`src/rtl/snn_pkg.sv`:
```
// +-----------------------------------------------------------------+
// | snn_pkg: shared widths, event record and encoder FSM states.     |
// | Rev 1.0                                                          |
// +-----------------------------------------------------------------+
`default_nettype none

package snn_pkg;

  localparam int NUM_NEURONS = 8;
  localparam int TS_W        = 8;
  localparam int ADDR_W      = (NUM_NEURONS > 1) ? $clog2(NUM_NEURONS) : 1;

  typedef struct packed {
    logic [TS_W-1:0]   ts;
    logic [ADDR_W-1:0] addr;
  } event_t;

  typedef enum logic [0:0] {
    ST_IDLE = 1'b0,
    ST_SCAN = 1'b1
  } state_e;

endpackage

`default_nettype wire

```
`src/rtl/spike_event_fifo.sv`:
```
// +-----------------------------------------------------------------+
// | spike_event_fifo: first-word-fall-through event queue.           |
// | Rev 1.0                                                          |
// +-----------------------------------------------------------------+
`default_nettype none

module spike_event_fifo #(
  parameter int DEPTH = 8,
  parameter int DW    = 11,
  parameter int LW    = $clog2(DEPTH) + 1
) (
  input  logic          clk,
  input  logic          rst,
  input  logic          push_i,
  input  logic [DW-1:0] wdata_i,
  input  logic          pop_i,
  output logic [DW-1:0] rdata_o,
  output logic          full_o,
  output logic          empty_o,
  output logic [LW-1:0] level_o
);

  localparam int PW = $clog2(DEPTH);

  logic [DW-1:0] mem_q [DEPTH];
  logic [PW-1:0] wr_q;
  logic [PW-1:0] rd_q;
  logic [LW-1:0] cnt_q;
  logic          w_push;
  logic          w_pop;

  // A full queue refuses pushes even when a pop frees a slot on the same edge.
  assign w_push  = push_i && !full_o;
  assign w_pop   = pop_i && !empty_o;
  assign full_o  = (cnt_q == LW'(DEPTH));
  assign empty_o = (cnt_q == '0);
  assign level_o = cnt_q;
  assign rdata_o = mem_q[rd_q];

  always_ff @(posedge clk) begin
    if (w_push) begin
      mem_q[wr_q] <= wdata_i;
    end
  end

  always_ff @(posedge clk) begin
    if (rst) begin
      wr_q  <= '0;
      rd_q  <= '0;
      cnt_q <= '0;
    end else begin
      if (w_push) wr_q <= wr_q + PW'(1);
      if (w_pop)  rd_q <= rd_q + PW'(1);
      cnt_q <= cnt_q + LW'(w_push) - LW'(w_pop);
    end
  end

endmodule

`default_nettype wire

```
`src/rtl/spike_aer_encoder.sv`:
```
// +-----------------------------------------------------------------+
// | spike_aer_encoder: spike frames -> timestamped AER event stream. |
// | Rev 1.0                                                          |
// +-----------------------------------------------------------------+
`default_nettype none

module spike_aer_encoder
  import snn_pkg::*;
#(
  parameter int NUM_NEURONS = snn_pkg::NUM_NEURONS,
  parameter int TS_W        = snn_pkg::TS_W,
  parameter int FIFO_DEPTH  = 8
) (
  input  logic                         clk,
  input  logic                         rst,
  input  logic [NUM_NEURONS-1:0]       spike_vec,
  input  logic                         spike_valid,
  output logic                         spike_ready,
  output logic [$clog2(NUM_NEURONS)-1:0] ev_addr,
  output logic [TS_W-1:0]              ev_ts,
  output logic                         ev_valid,
  input  logic                         ev_ready,
  output logic [$clog2(FIFO_DEPTH):0]  fifo_level,
  output logic                         busy
);

  localparam int AW = $clog2(NUM_NEURONS);

  state_e                 state_q, state_d;
  logic [NUM_NEURONS-1:0] pending_q, pending_d;
  logic [TS_W-1:0]        ts_q, ts_d;
  logic [TS_W-1:0]        frame_ts_q, frame_ts_d;
  logic [AW-1:0]          low_idx;
  logic [NUM_NEURONS-1:0] pending_clr;
  logic                   push;
  logic                   fifo_full;
  logic                   fifo_empty;
  logic                   accept;
  logic [TS_W+AW-1:0]     head;

  assign accept      = spike_valid && spike_ready;
  assign spike_ready = (state_q == ST_IDLE);
  assign pending_clr = pending_q & (pending_q - NUM_NEURONS'(1));
  assign ev_valid    = !fifo_empty;
  assign busy        = (state_q == ST_SCAN) || !fifo_empty;
  assign ev_ts       = head[TS_W+AW-1:AW];
  assign ev_addr     = head[AW-1:0];

  always_comb begin
    low_idx = '0;
    for (int i = NUM_NEURONS - 1; i >= 0; i--) begin
      if (pending_q[i]) low_idx = AW'(i);
    end
  end

  always_comb begin
    state_d    = state_q;
    pending_d  = pending_q;
    ts_d       = ts_q;
    frame_ts_d = frame_ts_q;
    push       = 1'b0;
    case (state_q)
      ST_IDLE: begin
        if (accept) begin
          ts_d       = ts_q + TS_W'(1);
          frame_ts_d = ts_q;
          if (spike_vec != '0) begin
            pending_d = spike_vec;
            state_d   = ST_SCAN;
          end
        end
      end
      ST_SCAN: begin
        if (!fifo_full) begin
          push      = 1'b1;
          pending_d = pending_clr;
          if (pending_clr == '0) state_d = ST_IDLE;
        end
      end
      default: state_d = ST_IDLE;
    endcase
  end

  always_ff @(posedge clk) begin
    if (rst) begin
      state_q    <= ST_IDLE;
      pending_q  <= '0;
      ts_q       <= '0;
      frame_ts_q <= '0;
    end else begin
      state_q    <= state_d;
      pending_q  <= pending_d;
      ts_q       <= ts_d;
      frame_ts_q <= frame_ts_d;
    end
  end

  spike_event_fifo #(
    .DEPTH (FIFO_DEPTH),
    .DW    (TS_W + AW),
    .LW    ($clog2(FIFO_DEPTH) + 1)
  ) u_fifo (
    .clk     (clk),
    .rst     (rst),
    .push_i  (push),
    .wdata_i ({frame_ts_q, low_idx}),
    .pop_i   (ev_ready),
    .rdata_o (head),
    .full_o  (fifo_full),
    .empty_o (fifo_empty),
    .level_o (fifo_level)
  );

endmodule

`default_nettype wire

```
`config.mk`:
```
export PLATFORM = sky130hd
export DESIGN_NAME = spike_aer_encoder
export DESIGN_NICKNAME = d
export VERILOG_FILES = /design/src/rtl/snn_pkg.sv /design/src/rtl/spike_event_fifo.sv /design/src/rtl/spike_aer_encoder.sv
export SDC_FILE = /design/constraint.sdc
export NUM_CORES = 1
export LEC_CHECK = 0
export ABC_AREA = 1
export CAP_MARGIN = 20
export CORE_MARGIN = 1
export CORE_UTILIZATION = 50
export DETAILED_ROUTE_END_ITERATION = 6
export PLACE_DENSITY = 0.64
export SYNTH_ARGS = -nofsm -noshare
export SYNTH_HDL_FRONTEND = slang
export SYNTH_HIERARCHICAL = 1
export SYNTH_SLANG_ARGS = --single-unit
```
`constraint.sdc`:
```
create_clock -name clk -period 4.02 [get_ports clk]
set_input_delay 0.804 -clock clk [delete_from_list [all_inputs] [get_ports clk]]
set_output_delay 0.804 -clock clk [all_outputs]
set_load 0.05 [all_outputs]
```
Yosys cells after proc, flatten, opt, wreduce, memory -nomap -nowiden --
Memories as Yosys holds them, arrays and structs flattened. A register that Yosys moved wholly into a read port is not among the register bits. Cells that the tools add are included.
Word-level totals: word-level logic and storage cells 54, input bits 12, output and inout port bits 18, bits in registers 35, memories 1, RAM bits 88
Cells by class: bitwise logic cells 2, reduce and logical (&&, ||, !) cells 11, multiplexer cells 23, eq/ne operators 4, $add $sub $neg 6
Memory list:
- u_fifo.mem_q | depth 8, width 11, read ports 1, clocked after Yosys merged registers in 1, write ports 1, line spike_event_fifo.sv:25 | logic [DW-1:0] mem_q [DEPTH];
Operator list (number):
- 3-bit 2-to-1 mux | 10
- 8-bit 2-to-1 mux | 3
- 8-bit case mux with 2 select lines | 1
- 8-bit by 1-bit adder with 8-bit output (second input constant) | 1
- 8-bit bitwise AND | 1
- 8-bit zero test | 1
- 1-bit 2-to-1 mux | 8
- 8-bit nonzero test | 1
- 8-bit by 1-bit subtractor with 8-bit output (second input constant) | 1
- 3-bit by 1-bit adder with 3-bit output (second input constant) | 2
- 4-bit by 1-bit adder with 4-bit output | 1
- 4-bit == test (second input constant) | 1
- 4-bit zero test | 1
- 2-bit by 1-bit != test with 1-bit output (second input constant) | 2
- 4-bit by 1-bit subtractor with 4-bit output | 1
- 1-bit logical AND | 3
- 3-bit AND reduction | 1
- 1-bit zero test | 2
- 2-bit != test (second input constant) | 1
- 1-bit case mux with 2 select lines | 1
- 2-bit AND reduction | 1
- 1-bit logical OR | 1
- 1-bit inverter | 1

Longest topological paths before layout --
depth after elaboration 8, mapped depth 15, gate-level depth less buffers 15

By module --
The synthesis kept the hierarchy.
By module, submodules not included:
- spike_event_fifo | cells each 482, area an instance 4573.1 µm², times used 1, sequential area each 2902.8 µm²
- spike_aer_encoder | cells each 185, area an instance 1242.4 µm², times used 1, sequential area each 500.5 µm²

Least setup slack after synthesis --
OpenSTA, ideal clock, no wires.
kind flip-flop to flip-flop, start register u_fifo.cnt_q[2], in the netlist u_fifo/level_o[2], end memory u_fifo.mem_q[0][0] (enable), period minus slack after synthesis 2.842 ns, required time 3.642 ns, path buffers 0, path slack 1.178 ns, arrival 2.464 ns, library setup time 0.378 ns, stages on the path, launching flop included 9, cells stage by stage dfxtp_1 > inv_1 > ha_1 > nand2_1 > inv_1 > nor2_1 > a21boi_2 > nand2_1 > nor2_1
Between the ends: longest elaborated chain between the ends 6, elaborated cells between the ends (all ways) 7, those cells by class 1 x eq/ne; 4 x mux; 2 x reduce/logical
RTL lines:
- from (decl) | line spike_event_fifo.sv:28 | logic [LW-1:0] cnt_q;
- from (signal assigned) | line spike_event_fifo.sv:54 | cnt_q <= cnt_q + LW'(w_push) - LW'(w_pop);
- 4-bit == test | line spike_event_fifo.sv:35 | assign full_o = (cnt_q == LW'(DEPTH));
- net fifo_full | line spike_aer_encoder.sv:36 | logic fifo_full;
- 1-bit 2-to-1 mux | line spike_aer_encoder.sv:74 | if (!fifo_full) begin
- 1-bit 2-to-1 mux | line spike_aer_encoder.sv:62 | case (state_q)
- net push | line spike_aer_encoder.sv:35 | logic push;
- 1-bit logical AND | line spike_event_fifo.sv:33 | assign w_push = push_i && !full_o;
- 1-bit 2-to-1 mux | line spike_event_fifo.sv:41 | if (w_push) begin
- 1-bit 2-to-1 mux (implied by the code) | line spike_event_fifo.sv:42 | mem_q[wr_q] <= wdata_i;
- to (decl) | line spike_event_fifo.sv:25
The timed path passes the listed nets, and every way through them passes these cells.

==> results.tsv <==
stage	metric	value	unit
die	Total Die Area	12070	um^2
die	Die Span Y	109.8	um
setup_path	most used cell, CP	nand2_1	
routing	DR pass1 iterations	4	
clock_network	CTS tree	done	
setup_path	Worst Setup Start Kind	flop	
place	Buffers on Ports	29	
outcome	outcome	completed	
die	Die X-Extent	109.8	um
run	Max-Cap Viols	0	
global_route	vias in the first global route	3945	
yosys	Syn Area/Cell	8.719	um^2
min_path	Worst Hold Endpoint	ts_q[2]	
clock_network	CTS max path bufs	2	
routing	DR DRC count	0	
power_and_ir_drop	Power per Cell Area	671.5	nW/um^2
yosys	Netlist cell types	34	
die	Starting Density	0.5115	
yosys	Seq cells post-synth	126	
timing	final worst-path cycle share	0.8718	
timing	Fin. Hold Viols	0	
setup_path	crit path capture type	primary output	
power_and_ir_drop	maximum VDD drop	0.0003127	V
setup_path	Worst EP required	3.22	ns
timing	Worst Tran Pin Value	0.7746	ns
yosys	Post-Syn Nets	688	
clock_network	cts hold-fix bufs	0	
timing	Final setup viols	0	
routing	Vias	4125	
place	dpl cell area	6242	um^2
setup_path	Critical R2R Capture	u_fifo/mem_q[6][1]	
die	IO Count	30	
timing	Slew Limit Fails	0	
yosys	mapped cell area	5816	um^2
power_and_ir_drop	Lkg Pwr	3.090	nW
clock_network	post-CTS setup buffers	0	
yosys	synthesized instance count	667	
global_route	GRT Util Overall	0.2149	
clock_network	clock slew at reported path FFs	0.05	ns
place	DP Worst Slack	0.9457	ns
clock_network	Clk Latency, worst-skew pair	0.40	ns
clock_network	post-CTS sizing	0	
min_path	Hold Path Origin	ts_q[2]	
routing	average wire per standard cell	13.28	um
global_route	antenna violations before repair	0	
clock_network	H-tree Lvls	4	
global_route	first-pass GRT wire length	18920	um
clock_network	clock sink total	126	
setup_path	Crit Path Class	reg -> out	
timing	skew final	0.006901	ns
global_route	total gr overflow	0	
final_layout	final core occ	0.6021	
timing	RSZ-0062 raised after global routing	no	
final_layout	share of post-route cells with drive strength above 1	0.08449	
routing	Total Wirelength	11490	um
final_layout	Area growth syn-to-layout	17.71	%
final_layout	nets	730	
setup_path	R2R setup slack	1.10	ns
place	RD Place Congestion	0.8462	
setup_path	reg-to-reg startpoint	u_fifo/level_o[2]	
setup_path	Worst EP arrival	2.70	ns
timing	Period minus WS final	3.504	ns
setup_path	FF-to-FF path depth	9	
timing	Relative slew margins	0.4830	
setup_path	critical path, cell by cell	buf_4 > inv_1 > nand3_1 > nand2_1 > nand2_1 > nand2_1 > clkdlybuf4s50_1	
global_route	largest net degree at the start of global routing	45	
routing	Detail Route Antenna Nets	0	
setup_path	CP max stage cell	clkdlybuf4s50_1	
routing	via/cell ratio	4.769	
die	FP Rows	39	
timing	Fmax	285.3	MHz
place	DP HPWL	7375	um
timing	Final WS setup	0.5155	ns
yosys	Seq/Total Area, Yosys	0.5852	
final_layout	Design Area, Final	6845	um^2
min_path	Hold Path Class	reg -> reg	
timing	setup_tns	0	ns
setup_path	CP max stage delay	0.81	ns
min_path	hold depth	2	
routing	DR iter-0 viols	211	
final_layout	# diodes	0	
setup_path	critical-path maximum fanout	23	
clock_network	Num CTS Buffers	17	
die	Core Box Area	11370	um^2
yosys	synth warn	6	
clock_network	clk root buf	clkbuf_16	
==> through the flow <==
step | std cells | total power, mW | hold slack (ns)
CTS | 864 | 4.634 | 0.5121
finish | 865 | 4.597 | 0.5068
floorplan | 667 | 2.721 | 0.4645
global placement | 832 | 3.078 | 0.4808
detailed placement | 832 | 3.101 | 0.5044
global route | 865 | 4.861 | 0.5327
==> report_power, final <==
| group | total (mW) | internal, mW | leakage, nW | switching (mW) |
|---|---|---|---|---|
| clock network | 1.52 | 0.970 | 0.284 | 0.548 |
| logic | 1.46 | 0.461 | 1.69 | 0.999 |
| registers | 1.62 | 1.54 | 1.12 | 0.0804 |
==> worst max-delay path, delay by kind of cell, from the launching register on <==
kind | cells | cell delay [ns]
buffers and inverters | 3 | 1.62
AND/OR/NAND/NOR | 4 | 0.38
flip-flops | 1 | 0.29
==> sequential cells by signal, indices dropped and copies added (netlist names), named ones only <==
name	count
pending_q	8
u_fifo/wr_q	3
u_fifo/rd_q	3
ts_q	8
u_fifo/level_o	4
state_q	1
u_fifo/mem_q	88
frame_ts_q	8
==> routing by layer <==
| metal | vias up | global-route usage | wire length, um |
|---|---|---|---|
| met2 | 84 | 0.3563 | 5509 |
| met3 | 8 | 0.05157 | 523 |
| li1 | 2183 | - | - |
| met1 | 1850 | 0.2670 | 5345 |
| met4 | 0 | 0.09333 | 112 |
| met5 | - | 0 | 0 |
==> Yosys cell counts <==
| cell | instances | share of area |
|---|---|---|
| nand2_1 | 204 | 0.13 |
| inv_1 | 122 | 0.079 |
| edfxtp_1 | 88 | 0.45 |
| nor2_1 | 61 | 0.039 |
| nand3_1 | 52 | 0.045 |
| dfxtp_1 | 38 | 0.13 |
| o21ai_0 | 20 | 0.017 |
| a21oi_1 | 18 | 0.015 |
| ha_1 | 8 | 0.017 |
| buf_2 | 7 | 0.0060 |
| buf_6 | 5 | 0.0097 |
| buf_4 | 4 | 0.0052 |
| nor3_1 | 4 | 0.0034 |
| clkbuf_1 | 3 | 0.0019 |
| inv_2 | 3 | 0.0019 |
| nand3b_1 | 3 | 0.0039 |
| nor2_4 | 3 | 0.0058 |
| o21ai_1 | 3 | 0.0026 |
| nand3_2 | 2 | 0.0034 |
| nor3_2 | 2 | 0.0034 |
| o21ai_2 | 2 | 0.0030 |
| o21bai_1 | 2 | 0.0026 |
| or2_2 | 2 | 0.0022 |
| a21boi_0 | 1 | 0.0013 |
| a21boi_1 | 1 | 0.0013 |
| a21boi_2 | 1 | 0.0019 |
| and2_1 | 1 | 0.0011 |
| clkinv_1 | 1 | 0.00064 |
| fa_1 | 1 | 0.0034 |
| inv_4 | 1 | 0.0011 |
| nand2_2 | 1 | 0.0011 |
| nor2_2 | 1 | 0.0011 |
| nor4_1 | 1 | 0.0011 |
| o21a_1 | 1 | 0.0013 |
==> placed cells by master (no fill, tap or decap), types with 2 or more instances in the layout <==
| cell type | instances |
|---|---|
| nor2_1 | 61 |
| inv_1 | 122 |
| clkbuf_16 | 17 |
| nor2_4 | 3 |
| o21ai_0 | 20 |
| nand2_1 | 204 |
| nand3b_1 | 3 |
| buf_4 | 12 |
| bufinv_16 | 3 |
| o21ai_1 | 3 |
| nor3_1 | 4 |
| o21bai_1 | 2 |
| clkinv_4 | 3 |
| nor3_2 | 2 |
| a21oi_1 | 18 |
| nand3_2 | 2 |
| edfxtp_1 | 88 |
| clkinvlp_4 | 3 |
| clkinv_2 | 3 |
| ha_1 | 8 |
| clkdlybuf4s50_1 | 29 |
| o21ai_2 | 2 |
| nand3_1 | 52 |
| or2_2 | 2 |
| inv_2 | 3 |
| dfxtp_1 | 38 |
| clkinv_1 | 3 |
==> how the worst max path moves through the flow <==
stage                       from                 end  slack (ns)  cells after the start
6_report                    flop            ev_ts[0]        0.52                      7
3_5_place_dp                flop            ev_ts[0]        0.95                      7
5_1_grt                     flop            ev_ts[1]        0.36                      7
3_3_place_gp                flop            ev_ts[0]        0.96                      7
4_1_cts                     flop            ev_ts[1]        0.50                      7
2_1_floorplan  u_fifo/level_o[2]  u_fifo/mem_q[0][0]        1.18                      8
==> layout make-up <==
type                            count  area (um^2)
Sequential cell                   126         3403
Fill cell                        1003         4524
Inverter                          127        479.2
Clock inverter                     15        170.2
Tap cell                          143        178.9
Clock buffer                       17        425.4
Multi-Input combinational cell    395         1800
Timing Repair Buffer               42        387.9
==> cell families after synthesis <==
group	after synthesis	synth area share
DFF	126	0.5852
adders and majority gates	9	0.02065
and+or+nand+nor	337	0.2423
buffers and inverters	146	0.1052
AOI/OAI and AO/OA	49	0.04669
(Power assumes the default switching activity.)
